==> src/rtl/uart_pkg.sv <==
// Shared UART definitions: default receive widths/depths and FIFO helpers.
package uart_pkg;

  localparam int UART_DATA_WIDTH = 8;
  localparam int UART_FIFO_DEPTH = 16;

  // Encoding matches {write accepted, pop accepted}.
  typedef enum logic [1:0] {
    OP_IDLE  = 2'b00,
    OP_POP   = 2'b01,
    OP_WRITE = 2'b10,
    OP_BOTH  = 2'b11
  } fifoOp_e;

  function automatic int fifoAddrWidth(input int depth);
    return $clog2(depth);
  endfunction

endpackage

==> src/rtl/uart_rx_fifo_mem.sv <==
// Register-array storage for the receive FIFO.
// It has one synchronous write port and one combinational read port.
module uart_rx_fifo_mem
  import uart_pkg::*;
#(
  parameter int DATA_WIDTH = UART_DATA_WIDTH,
  parameter int DEPTH      = UART_FIFO_DEPTH,
  parameter int ADDR_WIDTH = fifoAddrWidth(UART_FIFO_DEPTH)
) (
  input  logic                  clk,
  input  logic                  wr_en_i,
  input  logic [ADDR_WIDTH-1:0] wr_addr_i,
  input  logic [DATA_WIDTH-1:0] wr_data_i,
  input  logic [ADDR_WIDTH-1:0] rd_addr_i,
  output logic [DATA_WIDTH-1:0] rd_data_o
);

  logic [DATA_WIDTH-1:0] mem_q [DEPTH];

  // No reset: contents are only visible once written.
  always_ff @(posedge clk) begin
    if (wr_en_i) begin
      mem_q[wr_addr_i] <= wr_data_i;
    end
  end

  assign rd_data_o = mem_q[rd_addr_i];

endmodule

==> src/rtl/uart_rx_fifo.sv <==
// This is the receive-side byte FIFO that sits between the UART receiver and the bus.
// It is first-word-fall-through, and rx_data shows the oldest held byte, or 0 when empty.
module uart_rx_fifo
  import uart_pkg::*;
#(
  parameter int DATA_WIDTH = UART_DATA_WIDTH,
  parameter int DEPTH      = UART_FIFO_DEPTH,
  parameter int AF_LEVEL   = 12
) (
  input  logic                          clk,
  input  logic                          reset_n,
  input  logic                          fifo_write,
  input  logic [DATA_WIDTH-1:0]         wr_data,
  input  logic                          read_rx_byte,
  input  logic                          clear_overflow,
  output logic [DATA_WIDTH-1:0]         rx_data,
  output logic                          receive_full,
  output logic                          fifo_full,
  output logic                          almost_full,
  output logic                          overflow,
  output logic [fifoAddrWidth(DEPTH):0] level
);

  localparam int ADDR_WIDTH  = fifoAddrWidth(DEPTH);
  localparam int LEVEL_WIDTH = ADDR_WIDTH + 1;

  logic [ADDR_WIDTH-1:0]  wrPtr_q, wrPtr_d, rdPtr_q, rdPtr_d;
  logic [LEVEL_WIDTH-1:0] level_q, level_d;
  logic                   overflow_q, overflow_d;
  logic                   receiveFull_q, fifoFull_q, almostFull_q;
  logic                   writeReq, doPop, doWrite, dropWrite;
  fifoOp_e                op;
  logic [DATA_WIDTH-1:0]  headData;

  // A pop frees a slot in the same cycle, so a write into a full FIFO still lands.
  always_comb begin
    writeReq  = ~fifo_write;
    doPop     = read_rx_byte & (level_q != '0);
    doWrite   = writeReq & ((level_q != LEVEL_WIDTH'(DEPTH)) | doPop);
    dropWrite = writeReq & ~doWrite;
    op        = fifoOp_e'({doWrite, doPop});
  end

  always_comb begin
    wrPtr_d    = wrPtr_q;
    rdPtr_d    = rdPtr_q;
    level_d    = level_q;
    overflow_d = overflow_q;
    unique case (op)
      OP_WRITE: begin
        wrPtr_d = wrPtr_q + ADDR_WIDTH'(1);
        level_d = level_q + LEVEL_WIDTH'(1);
      end
      OP_POP: begin
        rdPtr_d = rdPtr_q + ADDR_WIDTH'(1);
        level_d = level_q - LEVEL_WIDTH'(1);
      end
      OP_BOTH: begin
        wrPtr_d = wrPtr_q + ADDR_WIDTH'(1);
        rdPtr_d = rdPtr_q + ADDR_WIDTH'(1);
      end
      default: ;
    endcase
    if (dropWrite) begin
      overflow_d = 1'b1;
    end else if (clear_overflow) begin
      overflow_d = 1'b0;
    end
  end

  // Flags come from the next-state level, so they match the level register.
  always_ff @(posedge clk or negedge reset_n) begin
    if (!reset_n) begin
      wrPtr_q       <= '0;
      rdPtr_q       <= '0;
      level_q       <= '0;
      overflow_q    <= 1'b0;
      receiveFull_q <= 1'b0;
      fifoFull_q    <= 1'b0;
      almostFull_q  <= 1'b0;
    end else begin
      wrPtr_q       <= wrPtr_d;
      rdPtr_q       <= rdPtr_d;
      level_q       <= level_d;
      overflow_q    <= overflow_d;
      receiveFull_q <= (level_d != '0);
      fifoFull_q    <= (level_d == LEVEL_WIDTH'(DEPTH));
      almostFull_q  <= (level_d >= LEVEL_WIDTH'(AF_LEVEL));
    end
  end

  uart_rx_fifo_mem #(
    .DATA_WIDTH (DATA_WIDTH),
    .DEPTH      (DEPTH),
    .ADDR_WIDTH (ADDR_WIDTH)
  ) u_mem (
    .clk       (clk),
    .wr_en_i   (doWrite),
    .wr_addr_i (wrPtr_q),
    .wr_data_i (wr_data),
    .rd_addr_i (rdPtr_q),
    .rd_data_o (headData)
  );

  assign rx_data      = receiveFull_q ? headData : '0;
  assign receive_full = receiveFull_q;
  assign fifo_full    = fifoFull_q;
  assign almost_full  = almostFull_q;
  assign overflow     = overflow_q;
  assign level        = level_q;

endmodule

==> config.mk <==
export PLATFORM = sky130hd
export DESIGN_NAME = uart_rx_fifo
export DESIGN_NICKNAME = d
export VERILOG_FILES = /design/src/rtl/uart_pkg.sv /design/src/rtl/uart_rx_fifo_mem.sv /design/src/rtl/uart_rx_fifo.sv
export SDC_FILE = /design/constraint.sdc
export NUM_CORES = 1
export LEC_CHECK = 0
export CAP_MARGIN = 20
export CORE_UTILIZATION = 55
export CTS_BUF_LIST = sky130_fd_sc_hd__clkbuf_2
export CTS_CLUSTER_DIAMETER = 40
export DETAILED_ROUTE_END_ITERATION = 8
export DONT_BUFFER_PORTS = 1
export GPL_ROUTABILITY_DRIVEN = 0
export HOLD_SLACK_MARGIN = 0.02
export PLACE_DENSITY = 0.85
export SKIP_LAST_GASP = 1
export SYNTH_ARGS = -nofsm -noshare
export SYNTH_HDL_FRONTEND = slang
export SYNTH_SLANG_ARGS = --single-unit
export TNS_END_PERCENT = 10
==> constraint.sdc <==
create_clock -name clk -period 2.8 [get_ports clk]
set_clock_uncertainty 0.05 [all_clocks]
set_input_delay 0.56 -clock clk [delete_from_list [all_inputs] [get_ports clk]]
set_output_delay 0.56 -clock clk [all_outputs]
set_load 0.01 [all_outputs]
==> results_dict.tcl, run 1 <==
set metrics [dict create \
    dieHeight_um 107.5 \
    status "complete, but fails checks" \
    synth.area.top_cells "edfxtp_1, mux4_2, dfrtp_1" \
    min_from "read_rx_byte" \
    syn-num-nets 341 \
    layout-drive-gt1-share_pct 32.48 \
    ff2ff_path_depth 10 \
    yosys-top-cells-count "edfxtp_1, mux4_2, nor2_1" \
    drcViolationCount 0 \
    worstSetupPathType "flip-flop to primary output" \
    die_area_um2 11550 \
    fp-row-count 38 \
    vias_per_cell 6.194 \
    p_comb_share_pct 39.4 \
    switching_share_pct 32.96 \
    min_to "rdPtr_q[1]" \
    whs_ns 0.09641 \
    fmaxAchievable_mhz 308.3 \
    filler_cell_count 690 \
    first_global_vias 3397 \
    portBuffers 0 \
    power_frac_seq_pct 42.2 \
    tightest_slew_ns 0.7728 \
    failed_checks "negative setup slack" \
    grt-ovfl-total 0 \
    path_clk_slew_ns 0.21 \
    grt_usage_pct 24.35 \
    synth_cell_types 49 \
    timing.rr.start "level[1]" \
    dpl.hpwl_um 8115 \
    pwr_density_cell_nw_per_um2 985.0 \
    ys_seq_elements 145 \
    ant_nets 0 \
    cp_max_fo 6 \
    clock_latency_ns 0.68 \
    grt_first_pass_wirelength_um 19530 \
    nets 400 \
    first_pass_iters 5 \
    clockRootBuffer "clkbuf_2" \
    die_w_um 107.5 \
    dr.first_iter.drc_count 401 \
    synth-edff-count 128 \
    antenna_found_initial 0 \
    rsz0062_at_grt "true" \
    wl_um 12410 \
    relSlewSlack_pct 48.31 \
    synth_top_area_share_pct 62.83 \
    yosys_warnings 0 \
    synth_flop_cell "edfxtp_1" \
    start_util_pct 56.43 \
    core_um2 10840 \
    critical_path_required_ns 2.19 \
    p_switching_uw 2265 \
    clock_sinks 145 \
    setup-tns-final_ns -3.631 \
    cts_tree "yes" \
    finalPower_uw 6872 \
    vias 3289 \
    leakage_uw 0.002408 \
    ir_drop_mv 0.4116 \
    cts_buffers 17 \
    fin_crit_sh_pct 115.8 \
    io_pins 30 \
    wl_per_cell_um 23.38 \
    hold-path-cell-count 4 \
    syn_area_per_cell_um2 19.18 \
    min_period_ns 3.243 \
    num_antenna_cells 0 \
    hold_viol_final 0 \
    r2r_setup_slack_ns -0.10 \
    synth_area_leader_cell "edfxtp_1" \
    htreeDepth 4 \
    clock_power_share_pct 18.3 \
    end_kind "primary output" \
    pre_cts_slack_ns -0.05435 \
    synth_most_common_cell "edfxtp_1" \
    start_kind "flip-flop" \
    clockBufferDepth 2 \
    ys_seq_area_share_pct 69.79 \
    async_flop_share_pct 11.72 \
    setup_viol 11 \
    worst_slack_ns -0.4433 \
    p_int_uw 4607 \
    grt_max_degree 35 \
    slew_violations 0 \
    r2r_end "fifo_full" \
    arrival_ns 2.63 \
    syn_inst 319 \
    syn_area_um2 6117 \
    area_growth_pct 14.05 \
    cap_viol_max_count 0 \
    post-route-util_pct 64.36 \
    hp-class "primary input to flip-flop" \
]
[cell type report]
cell class | count | area [um2] | share of cell area, %
sequential | 145 | 4270 | 61.21
clock buffer | 17 | 85.08 | 1.220
tap | 140 | 175.2 | 2.511
clock inverter | 15 | 181.4 | 2.600
inverter | 8 | 30.03 | 0.4304
multi-input combinational | 150 | 1680 | 24.09
timing repair buffer | 56 | 554.3 | 7.945
[placed cells by master (no fill, tap or decap), drive strengths merged, types with 2 or more instances in the layout]
master,Yosys,layout
ha,8,8
a21oi,3,3
nand3,4,4
dlygate4sd3,0,13
nor4,2,2
nor3,4,4
clkinv,0,4
buf,12,43
nor2b,2,2
edfxtp,128,128
bufinv,0,3
and2,8,8
mux4,40,40
nand4,2,2
o21ai,7,7
clkinvlp,0,4
xor2,2,2
nand2b,4,4
o311ai,2,2
nand2,17,17
clkbuf,4,17
xnor2,7,7
inv,8,12
a21boi,2,2
dfrtp,17,17
nor2,18,18
[power by group through the flow]
stage                     Sequential (uW)  Combinational, uW  Clock, uW
after global routing                 2930               2890       1380
after detailed placement             2950               2290          0
after global placement               2910               2210          0
final                                2900               2710       1260
after floorplan                      2830               1820          0
after CTS                            2900               2710       1280
[worst max-delay path, cell delays in order (launching register included)]
cell	delay, ns
dfrtp_2	0.46
buf_4	0.15
buf_16	0.13
mux4_2	0.54
mux4_2	0.49
and2_4	0.19
[how the worst max path moves through the flow]
stage / end / from / slack [ns] / cells after the start
floorplan: fifo_full / level[0] / -0.07 / 11
global placement: fifo_full / level[1] / 0.04 / 10
detailed placement: fifo_full / level[1] / -0.05 / 10
CTS: rx_data[7] / rdPtr_q[0] / -0.49 / 6
global route: rx_data[0] / rdPtr_q[0] / -0.59 / 5
finish: rx_data[3] / rdPtr_q[0] / -0.44 / 5
[repair_timing]
item,4_1_cts,5_1_grt
cloned,2,0
pin swaps,0,0
hold endpoints to repair,147,2
endpoints found under the setup margin,11,13
hold buffers,12,1
buffers inserted,6,0
resized for setup,26,0
[kinds of logic (layout without fill, tap and decap cells)]
kind of cell               after synthesis  count (layout)  synth area share (%)
DFF                                    145             145                 69.79
AOI/OAI and AO/OA                       25              25                 3.232
muxes                                   41              41                 15.44
adders and majority gates                9               9                 1.964
and+or+nand+nor                         66              66                 5.645
xor gates and xnor gates                 9               9                 1.289
buffers and inverters                   24              96                 2.639
[flip-flops by register name, summed over array words and instances (netlist names)]
signal and cells:
wrPtr_q 4, overflow 1, u_mem.mem_q 128, level 5, fifo_full 1, almost_full 1
receive_full 1, rdPtr_q 4
[per-layer routing]
layer	wire length, um	share of wire [%]	track usage, %
met2	6525	53	40.28
met1	4761	38	30.57
met4	356	2.9	10.47
met3	769	6.2	6.356
met5	0	0	0
[stage by stage]
stage               cells  instance area, um2
floorplan             319                6117
global placement      478                6450
detailed placement    478                6450
CTS                   530                6967
global route          531                6977
finish                531                6977
Note: power is estimated with default switching activity, not from simulation.
==> run 2, diff against run 1 <==
ABC_CLOCK_PERIOD_IN_PS = 2800   (was default)
GPL_TIMING_DRIVEN = 0   (was default)
==> run 2 against run 1 <==
The flow still finishes with violations (negative setup slack). Worst hold slack better by 0.13 ns. Maximum frequency down 0.14%. Critical path type unchanged. Critical path depth unchanged.
==> results_dict.tcl, run 2 (synthesis gave the netlist of run 1 again) <==
set metrics [dict create \
    layout-drive-gt1-share_pct 28.99 \
    clockBufferDepth 2 \
    worst_slack_ns -0.4478 \
    dpl.hpwl_um 7609 \
    filler_cell_count 723 \
    die_w_um 107.5 \
    final_cell_mix "edfxtp_1, mux4_2, clkbuf_2" \
    area_growth_pct 11.11 \
    clock_sinks 145 \
    end_kind "primary output" \
    largest_reg_flops 128 \
    worstSetupPathType "flip-flop to primary output" \
    clockRootBuffer "clkbuf_2" \
    core_um2 10840 \
    grt_first_pass_wirelength_um 17300 \
    cp_max_fo 10 \
    final_common_cell "edfxtp_1" \
    tightest_slew_ns 0.8657 \
    critical_path_required_ns 2.19 \
    cts_tree "yes" \
    cts_buffers 17 \
    fp-row-count 38 \
    start_util_pct 56.43 \
    fin_crit_sh_pct 116.0 \
    arrival_ns 2.64 \
    vias 3104 \
    grt-ovfl-total 0 \
    dr.first_iter.drc_count 267 \
    grt_max_degree 18 \
    pwr_density_cell_nw_per_um2 971.5 \
    leakage_uw 0.002284 \
    num_antenna_cells 0 \
    drcViolationCount 0 \
    relSlewSlack_pct 42.07 \
    io_pins 30 \
    first_pass_iters 5 \
    slew_violations 0 \
    clock_latency_ns 0.69 \
    die_area_um2 11550 \
    path_clk_slew_ns 0.20 \
    nets 386 \
    vias_per_cell 6.016 \
    setup_viol 12 \
    worstPathCellList "buf_6, buf_12, mux4_1, mux4_2, and2_1" \
    status "complete, but fails checks" \
    cap_viol_max_count 0 \
    whs_ns 0.2221 \
    dieHeight_um 107.5 \
    rsz0062_at_grt "true" \
    fmaxAchievable_mhz 307.9 \
    hold_viol_final 0 \
    ant_nets 0 \
    post-route-util_pct 62.70 \
    failed_checks "negative setup slack" \
    portBuffers 0 \
    wl_per_cell_um 22.13 \
    crit_buf_inv 2 \
    grt_usage_pct 21.34 \
    cpMaxStageDelayCell "mux4_1" \
    htreeDepth 4 \
    min_period_ns 3.248 \
    hp-class "primary input to flip-flop" \
    crit_family "multiplexers" \
    ir_drop_mv 0.5225 \
    largest_register "u_mem.mem_q" \
    slowest_delay_ns 0.57 \
    start_kind "flip-flop" \
    wl_um 11420 \
    first_global_vias 3070 \
    antenna_found_initial 0 \
]
run 2: cell count changes in the layout (fill, tap and decap cells not counted), moves of 2 or more:
cell | before | now
buf_1 | 0 | 2
and2_4 | 8 | 4
dlygate4sd3_1 | 13 | 10
buf_4 | 34 | 17
mux4_2 | 38 | 36
buf_16 | 2 | 0
clkinvlp_4 | 4 | 2
and2_1 | 0 | 4
inv_6 | 4 | 0
clkbuf_2 | 17 | 19
clkbuf_1 | 0 | 3
buf_2 | 0 | 4
clkinv_1 | 1 | 4
mux4_1 | 2 | 4
run 2: path summary, 6_finish.rpt:
| kind | from | end | slack [ns] | depth (start not counted) |
|---|---|---|---|---|
| max | rdPtr_q[0] | rx_data[1] | -0.45 | 5 |
| min | fifo_write | level[3] | 0.22 | 3 |
| max reg2reg | level[1] | receive_full | -0.10 | 10 |
| min reg2reg | overflow | overflow | 0.55 | 2 |
| max in group asynchronous | reset_n | level[1] | 1.79 | 1 |
| min in group asynchronous | reset_n | level[4] | 0.33 | 1 |
run 2: final cells by class:
| cell class | count | area (um2) | area share, % |
|---|---|---|---|
| plain buffers | 16 | 141.4 | 2.080 |
| clock buffers | 19 | 95.09 | 1.399 |
| clock inverters | 12 | 142.6 | 2.099 |
| inverters | 8 | 32.53 | 0.4786 |
| multi-input cells | 150 | 1723 | 25.35 |
| flip-flops and latches | 145 | 4272 | 62.85 |
| well taps | 140 | 175.2 | 2.577 |
| repair buffers | 26 | 215.2 | 3.166 |
run 2: worst register-to-register path: stages (launching register included):
cell and delay (ns):
dfrtp_2 0.54, or4_4 0.60, nor2_4 0.14, or2_4 0.16, inv_4 0.05, ha_4 0.25, nor2b_4 0.13, o21a_4 0.24
o211ai_1 0.23, o311a_1 0.29, nand3_1 0.12
run 2: report_power, final:
group          switching [uW]  internal, uW  leakage, uW  total [uW]
clock                     694           489     0.000140        1180
sequential                187          2660      0.00136        2850
combinational            1260          1310     0.000786        2570
run 2: per-stage QoR:
stage                     TNS [ns]  cell area (um2)  total power (uW)  instances  setup slack [ns]
after detailed placement    -24.51             6317              5180        463           -0.4981
after global routing        -5.473             6797              6920        516           -0.5283
after global placement      -29.99             6292              5073        459           -0.5852
after CTS                   -5.441             6678              6456        507           -0.4933
after floorplan            -0.1337             6117              4658        319          -0.07178
final                       -3.520             6797              6603        516           -0.4478
run 2: metal layers:
layer,global-route usage (%),part of all wire [%],vias to the layer above
met5,0,0,-
met1,26.65,41,1588
met4,6.849,1.5,0
met2,35.90,53,134
met3,6.416,5.2,15
li1,-,-,1367
run 2: timing repair:
action | 4_1_cts | 5_1_grt
setup endpoints to repair | 13 | 90
hold endpoints to repair | 146 | 0
hold buffers | 10 | 0
setup buffers | 3 | 9
gates resized for setup | 9 | 15
pin swaps | 0 | 8
==> run 3, diff against run 2 <==
PLACE_DENSITY = 0.74   (was 0.85)
==> run 3 against run 2 <==
The run still ends with negative setup slack left. Die area unchanged. Highest routed layer unchanged. Sequential share of layout area down 0.93 points. First-iteration DRC count down 6.0%. Via count up 0.48%. Combinational power up 12%.
==> results_dict.tcl, run 3 (synthesis gave the netlist of run 1 again) <==
set metrics [dict create \
    status "complete, but fails checks" \
    failed_checks "negative setup slack" \
    ant_nets 0 \
    antenna_found_initial 0 \
    core_um2 10840 \
    rsz0062_at_grt "true" \
    dpl.hpwl_um 7766 \
    arrival_ns 2.61 \
    clock_latency_ns 0.66 \
    fin_cells 518 \
    final_cell_mix "edfxtp_1, mux4_2, clkbuf_2, nand2_1, nor2_1" \
    portBuffers 0 \
    largest_reg_flops 128 \
    start_kind "flip-flop" \
    grt_first_pass_wirelength_um 17920 \
    clockRootBuffer "clkbuf_2" \
    critical_path_required_ns 2.19 \
    leakage_uw 0.002328 \
    nets 387 \
    io_pins 30 \
    layout-drive-gt1-share_pct 31.75 \
    dr.first_iter.drc_count 251 \
    cts_buffers 17 \
    relSlewSlack_pct 32.78 \
    fin_crit_sh_pct 114.9 \
    path_clk_slew_ns 0.20 \
    wl_per_cell_um 24.02 \
    fmaxAchievable_mhz 310.9 \
    grt-ovfl-total 0 \
    final_common_cell "edfxtp_1" \
    fp-row-count 38 \
    worst_slack_ns -0.4166 \
    wl_um 12440 \
    clock_sinks 145 \
    cap_viol_max_count 0 \
    cts_tree "yes" \
    slew_violations 0 \
    area_growth_pct 12.78 \
    dieHeight_um 107.5 \
    grt_max_degree 18 \
    whs_ns 0.2923 \
    setup_viol 11 \
    cp_max_fo 6 \
    die_area_um2 11550 \
    end_kind "primary output" \
    ir_drop_mv 0.5853 \
    hold_viol_final 0 \
    first_global_vias 3094 \
    worstSetupPathType "flip-flop to primary output" \
    largest_register "u_mem.mem_q" \
    clockBufferDepth 2 \
    die_w_um 107.5 \
    first_pass_iters 5 \
    tightest_slew_ns 1.005 \
    grt_usage_pct 22.66 \
    htreeDepth 4 \
    hp-class "primary input to flip-flop" \
    min_period_ns 3.217 \
    vias 3119 \
    vias_per_cell 6.021 \
    num_antenna_cells 0 \
    start_util_pct 56.43 \
    drcViolationCount 0 \
    pwr_density_cell_nw_per_um2 1003 \
    placedCellCount 463 \
]
==> run 3: changes by cell type in the layout (fill, tap and decap cells not counted), moves of 3 or more <==
cell	before	now
mux4_2	36	39
and2_4	4	8
clkbuf_16	0	4
and2_1	4	0
buf_4	17	12
mux4_1	4	1
==> run 3: metal layers <==
layer	global-route usage, %	up-vias	part of all wire, %
li1	-	1364	-
met1	29.38	1635	40
met2	37.74	109	54
met3	6.174	11	5.4
met4	6.751	0	0.80
met5	0	-	0
==> run 3: cell type report <==
cell class                 count  area (um2)
timing repair buffer          27       287.8
tap                          140       175.2
clock inverter                13       143.9
inverter                       8       32.53
fill                         751        3941
clock buffer                  19       95.09
sequential                   145        4272
multi-input combinational    150        1738
buffer                        16       155.1
==> run 3: critical path, cell delays in order (launching register included) <==
cell,delay (ns)
dfrtp_2,0.44
buf_12,0.16
buf_12,0.13
mux4_2,0.53
mux4_2,0.52
and2_4,0.19
==> run 3: worst paths after layout <==
| path | cells past startpoint | from | slack, ns | end |
|---|---|---|---|---|
| setup / recovery | 5 | rdPtr_q[0] | -0.42 | rx_data[3] |
| hold reg to reg | 2 | overflow | 0.55 | overflow |
| min in group asynchronous | 1 | reset_n | 0.36 | fifo_full |
| hold / removal | 3 | fifo_write | 0.29 | level[3] |
| setup reg to reg | 10 | level[0] | -0.09 | fifo_full |
| max in group asynchronous | 1 | reset_n | 1.75 | rdPtr_q[0] |
==> run 3: stage by stage <==
stage	util (%)	TNS, ns	total power, uW	setup WS [ns]	cell area [um2]
floorplan	-	-0.1337	4658	-0.07178	6117
global placement	58.04	-33.23	5119	-0.5917	6292
detailed placement	58.23	-21.20	5218	-0.3999	6312
CTS	61.48	-5.769	6509	-0.5405	6665
global route	63.64	-7.326	7234	-0.5324	6899
finish	63.64	-3.301	6918	-0.4166	6899
==> run 3: repair_timing <==
action / CTS / global route
gates resized for setup: 9 / 30
cloned: 0 / 4
pin swaps: 0 / 4
buffers inserted: 3 / 6
hold buffers: 10 / 0
hold endpoints to repair: 146 / 0
setup endpoints to repair: 13 / 133
==> run 3: where the power goes <==
group	switching [uW]	internal [uW]	total, uW
registers	196	2660	2860
logic	1370	1500	2880
clock network	697	489	1190
total	2270	4650	6920
